<file path="config.mk">
export PLATFORM = sky130hd
export DESIGN_NAME = spi_boot_host
export DESIGN_NICKNAME = d
export VERILOG_FILES = /design/src/rtl/spi_boot_host.sv
export SDC_FILE = /design/constraint.sdc
export NUM_CORES = 1
export LEC_CHECK = 0
export BUFFER_PORTS_ARGS = -buffer_cell sky130_fd_sc_hd__buf_2
export CORE_MARGIN = 8
export CORE_UTILIZATION = 31
export CTS_CLUSTER_SIZE = 20
export DETAILED_ROUTE_END_ITERATION = 16
export PLACE_DENSITY = 0.47
export SLEW_MARGIN = 20
export SYNTH_ARGS = -nofsm -noshare
export SYNTH_HDL_FRONTEND = slang
export SYNTH_SLANG_ARGS = --single-unit
</file>
<file path="constraint.sdc">
create_clock -name clk -period 3.1 [get_ports clk]
set_input_delay 0.93 -clock clk [delete_from_list [all_inputs] [get_ports clk]]
set_output_delay 0.93 -clock clk [all_outputs]
set_load 0.01 [all_outputs]
</file>
<file path="src/rtl/spi_boot_host.sv">
`timescale 1ns/1ps
// Host-side SPI mode-0 controller framing boot-loader commands (Stop/Run/Set Address/Write IMEM).
// Optional MISO byte capture is enabled by defining SPI_BOOT_HOST_MISO_CAPTURE_EN.
module spi_boot_host #(
   parameter int CLK_DIV = 4
) (
   input  logic        clk,
   input  logic        rst_n,
   input  logic        i_req_valid,
   output logic        o_req_ready,
   input  logic [1:0]  i_req_op,
   input  logic [31:0] i_req_data,
   output logic        o_busy,
   output logic        o_done,
   output logic [7:0]  o_rx_byte,
   output logic        spi_ss_n,
   output logic        spi_sck,
   output logic        spi_mosi,
   input  logic        spi_miso
);

   typedef enum logic [2:0] {
      S_IDLE,
      S_SETUP,
      S_SHIFT,
      S_HOLD,
      S_GAP
   } state_t;

   localparam logic [7:0] DIV_LAST = 8'(CLK_DIV - 1);
   localparam logic [7:0] DIV_PRE  = 8'(CLK_DIV - 2);

   state_t      state_q, state_d;
   logic [7:0]  cnt_q, cnt_d;
   logic [6:0]  hp_q, hp_d;
   logic [6:0]  hp_last_q, hp_last_d;
   logic [39:0] sr_q, sr_d;
   logic        ss_n_q, ss_n_d;
   logic        sck_q, sck_d;
   logic        done_q, done_d;
   logic        tick;

   function automatic logic [7:0] cmd_byte(input logic [1:0] op);
      logic [7:0] c;
      case (op)
         2'd0:    c = 8'h10;
         2'd1:    c = 8'h11;
         2'd2:    c = 8'h20;
         default: c = 8'h30;
      endcase
      return c;
   endfunction

   assign tick = (cnt_q == DIV_LAST);

   always_ff @(posedge clk or negedge rst_n) begin
      if (!rst_n) begin
         state_q   <= S_IDLE;
         cnt_q     <= 8'd0;
         hp_q      <= 7'd0;
         hp_last_q <= 7'd0;
         sr_q      <= 40'd0;
         ss_n_q    <= 1'b1;
         sck_q     <= 1'b0;
         done_q    <= 1'b0;
      end else begin
         state_q   <= state_d;
         cnt_q     <= cnt_d;
         hp_q      <= hp_d;
         hp_last_q <= hp_last_d;
         sr_q      <= sr_d;
         ss_n_q    <= ss_n_d;
         sck_q     <= sck_d;
         done_q    <= done_d;
      end
   end

   always_comb begin
      state_d   = state_q;
      cnt_d     = cnt_q;
      hp_d      = hp_q;
      hp_last_d = hp_last_q;
      sr_d      = sr_q;
      ss_n_d    = ss_n_q;
      sck_d     = sck_q;
      done_d    = 1'b0;
      case (state_q)
         S_IDLE: begin
            cnt_d = 8'd0;
            if (i_req_valid) begin
               state_d = S_SETUP;
               ss_n_d  = 1'b0;
               // Single-byte frames pad with zeros so MOSI returns low once shifted out.
               if (i_req_op[1]) begin
                  sr_d      = {cmd_byte(i_req_op), i_req_data};
                  hp_last_d = 7'd79;
               end else begin
                  sr_d      = {cmd_byte(i_req_op), 32'd0};
                  hp_last_d = 7'd15;
               end
            end
         end
         S_SETUP: begin
            cnt_d = cnt_q + 8'd1;
            if (tick) begin
               cnt_d   = 8'd0;
               state_d = S_SHIFT;
               sck_d   = 1'b1;
               hp_d    = 7'd0;
            end
         end
         S_SHIFT: begin
            cnt_d = cnt_q + 8'd1;
            if (tick) begin
               cnt_d = 8'd0;
               if (hp_q == hp_last_q) begin
                  state_d = S_HOLD;
               end else begin
                  hp_d  = hp_q + 7'd1;
                  sck_d = ~sck_q;
                  if (sck_q) begin
                     sr_d = {sr_q[38:0], 1'b0};
                  end
               end
            end
         end
         S_HOLD: begin
            cnt_d = cnt_q + 8'd1;
            if (tick) begin
               cnt_d   = 8'd0;
               state_d = S_GAP;
               ss_n_d  = 1'b1;
            end
         end
         S_GAP: begin
            cnt_d = cnt_q + 8'd1;
            // Registered pulse lands on the final GAP cycle.
            if (cnt_q == DIV_PRE) begin
               done_d = 1'b1;
            end
            if (tick) begin
               cnt_d   = 8'd0;
               state_d = S_IDLE;
            end
         end
         default: begin
            state_d = S_IDLE;
         end
      endcase
   end

`ifdef SPI_BOOT_HOST_MISO_CAPTURE_EN
   logic [7:0] rx_sh_q, rx_sh_d;
   logic [7:0] rx_q, rx_d;

   always_ff @(posedge clk or negedge rst_n) begin
      if (!rst_n) begin
         rx_sh_q <= 8'd0;
         rx_q    <= 8'd0;
      end else begin
         rx_sh_q <= rx_sh_d;
         rx_q    <= rx_d;
      end
   end

   always_comb begin
      rx_sh_d = rx_sh_q;
      rx_d    = rx_q;
      if (sck_d && !sck_q) begin
         rx_sh_d = {rx_sh_q[6:0], spi_miso};
      end
      if (done_d) begin
         rx_d = rx_sh_q;
      end
   end

   assign o_rx_byte = rx_q;
`else
   logic unused_miso;
   assign unused_miso = spi_miso;
   assign o_rx_byte   = 8'h00;
`endif

   assign o_req_ready = (state_q == S_IDLE);
   assign o_busy      = (state_q != S_IDLE);
   assign o_done      = done_q;
   assign spi_ss_n    = ss_n_q;
   assign spi_sck     = sck_q;
   assign spi_mosi    = sr_q[39];

endmodule

</file>
==> metrics <==
Critical Path Max Stage Delay around 0.55 ns; Critical Path Sink Type output port; asr flop ratio synth 100%; wire length of the first global-routing pass 14000 µm; CP endpoint o_busy; Antenna Nets Post-Route 0; Post-synth EDFFs 0; synthesis-stage register bit count 63; routed vias 2739; # port buffers 42; Sequential Power Share 42.2%; Syn Std Cell Area 0.00327 mm²; core area 0.0103 mm²; P per Cell Area between 800 and 900 mW/mm²; total grt overflow 0; critical path depth 3; CP top delay family flip-flops; slowest cell on the critical path dfrtp_1; Hold Buf Count CTS 0; Critical Path RT 2.17 ns; HP Class flop to flop; fin util 37.0%; Post-Route WL 8030 µm; CTS Buf Count 9; postcts setup bufs 0; Fin Hold WS 0.497 ns; Max Slew Vio Count 0; max-cap violation count 0; Total Neg Setup Slack 0 ns; initial drt markers 180; worst reg-to-reg path cell count 6; # diodes 0; clock sinks 63; Chip Width 119 µm; Max clock buf depth 2; dominant synthesized flop cell dfrtp_1; final hold vios 0; worst path buffer plus inverter count 2; Comb power frac a little over a third; Clock Power Share around 23%; CTS tree built; # rows 37; dpl ws about 0.56 ns; YS warnings 0; gpl congestion 0.735; htree depth 3; CP max FO 15; Reg2Reg Launch Point cnt_q[5]; Sw Ratio 37.3%; P_leak about 0.0018 µW; Peak Freq 391 MHz; Clock Latency Late Sink roughly 0.34 ns; Slew @ Worst Pin 0.609 ns; status finished, final reports clean; num ports 52; nets@finish 434; RSZ-0062 raised after global routing false; post-synthesis sequential area ratio 48.2%; share of cells above drive strength 1 between 20% and 30%; Routed WL per cell 15.0 µm; Root Buffer clkbuf_8; Cell Int Power 2060 µW; Remaining DRCs 0; initial antenna violation count 0; # resized after CTS 0; startpoint types flop; crit path DAT 1.63 ns; Detailed Place HPWL 5240 µm; Tot GR Track Use 12.0%; FF-to-FF setup slack 0.55 ns; Crit Path Class flop to output port; Final min period 2.56 ns; vias in the first global route 2814; crit path from state_q[2]; CP cell instances nor3_1 > inv_1 > buf_2; DIE HEIGHT 119 µm; largest net degree at the start of global routing between 60 and 70; P&R area growth vs syn 16.1%; Overall Power 3290 µW; Slew Limit Headroom 59.1%; count of TritonRoute iterations in the first routing pass 4; sw power 1230 µW; Fin Clk Skew 0.0121 ns; synthesized area per cell 9.22 µm²; reg2reg end sr_q[5]; final setup margin roughly 0.54 ns; Cell variety after synth 45; area of the die 0.0141 mm²; VDD IR max between 0.0002 and 0.0003 V; DR vias/cell 5.13; Final setup viols 0; clock slew at reported path FFs 0.07 ns; Mapped Cells ~360; initial core utilization 31.9%; crit share post-route 82.5%
==> worst min-delay path by stage <==
stage,depth (start not counted),endpoint,slack [ns],start
after global placement,1,sr_q[36],0.47,sr_q[36]
after CTS,1,sr_q[36],0.50,sr_q[36]
final,1,sr_q[38],0.50,sr_q[37]
after global routing,1,sr_q[36],0.52,sr_q[36]
after floorplan,1,sr_q[36],0.46,sr_q[36]
after detailed placement,1,sr_q[36],0.48,sr_q[36]
==> layout make-up <==
| class | instances | area, µm² |
|---|---|---|
| sequential | 63 | 1580 |
| tap | 136 | 170 |
| timing repair buffer | 53 | 305 |
| clock buffer | 11 | 151 |
| fill | 1096 | 6480 |
| inverter | 7 | 26.3 |
| multi-input combinational | 259 | 1510 |
| clock inverter | 5 | 56.3 |
==> state kept, by name (all words and copies together) (netlist names) <==
register,cells
cnt_q,8
hp_last_q,2
hp_q,7
o_done,1
spi_sck,1
spi_ss_n,1
sr_q,40
state_q,3
==> metrics by stage <==
step | cells | instance area, µm²
2_1_floorplan | 362 | 3300
6_report | 534 | 3800
3_3_place_gp | 518 | 3590
5_1_grt | 534 | 3800
3_5_place_dp | 518 | 3590
4_1_cts | 534 | 3800
==> synthesized netlist by cell type (2+ instances only) <==
cell type  instances  area [µm²]
ha_1               3        37.5
buf_2              3        15.0
xor2_1             3        26.3
mux2_2             2        22.5
o211ai_1           2        15.0
dfrtp_1           62        1550
mux2i_1            2        20.0
nand3_1            9        45.0
a22oi_1           33         248
o21ai_0           14        70.1
a21oi_1           35         175
and2_1             2        12.5
a22o_1             5        43.8
o22ai_1            2        12.5
buf_6              4        45.0
nor2_1            41         154
buf_4              8        60.1
and3_1            36         225
nand2b_1           3        18.8
inv_1              7        26.3
or2_2              2        12.5
a31oi_1            8        50.1
o31ai_1            3        22.5
nor3_1             7        35.0
nand2_1           21        78.8
clkbuf_1          18        67.6
nor2b_1            2        12.5
==> power by group through the flow <==
| stage | sequential [µW] | combinational, µW | clock [µW] |
|---|---|---|---|
| after global routing | 1440 | 1330 | 807 |
| after CTS | 1390 | 1180 | 768 |
| final | 1390 | 1160 | 745 |
| after floorplan | 1310 | 938 | 0 |
| after detailed placement | 1400 | 1170 | 0 |
| after global placement | 1400 | 1150 | 0 |
==> layer usage <==
layer	GRT usage (%)	vias to the layer above	wire length [µm]
li1	-	1347	-
met1	15.5	1326	3890
met2	18.5	57	3680
met3	3.43	9	348
met4	4.51	0	114
met5	0	-	0
==> cell usage in the layout, fill, tap and decap left out, drive strengths merged, types with 2 or more instances in the layout <==
master / instances
or4: 2
nor2: 41
a22o: 5
o21ai: 14
buf: 53
clkinv: 3
and2: 2
a31oi: 8
conb: 8
and3: 36
ha: 3
inv: 7
nor3: 7
nand3: 9
mux2i: 2
nand2b: 3
o31ai: 3
a22oi: 33
o211ai: 2
nor2b: 2
or2: 2
xor2: 3
clkbuf: 11
mux2: 3
or3: 2
dfrtp: 62
o22ai: 2
a211oi: 2
nand2: 21
a21oi: 36
==> logic make-up (layout without fill, tap and decap cells) <==
group / count (synthesis) / count (layout) / synth area share (%)
adders and majority gates: 3 / 3 / 1.15
xor gates and xnor gates: 4 / 4 / 1.07
buffers and inverters: 40 / 76 / 6.53
other: 1 / 8 / 0.115
and+or+nand+nor: 128 / 128 / 19.5
muxes: 5 / 5 / 1.64
DFF: 63 / 63 / 48.2
AOI/OAI and AO/OA: 111 / 111 / 21.9
(Power assumes the default switching activity.)
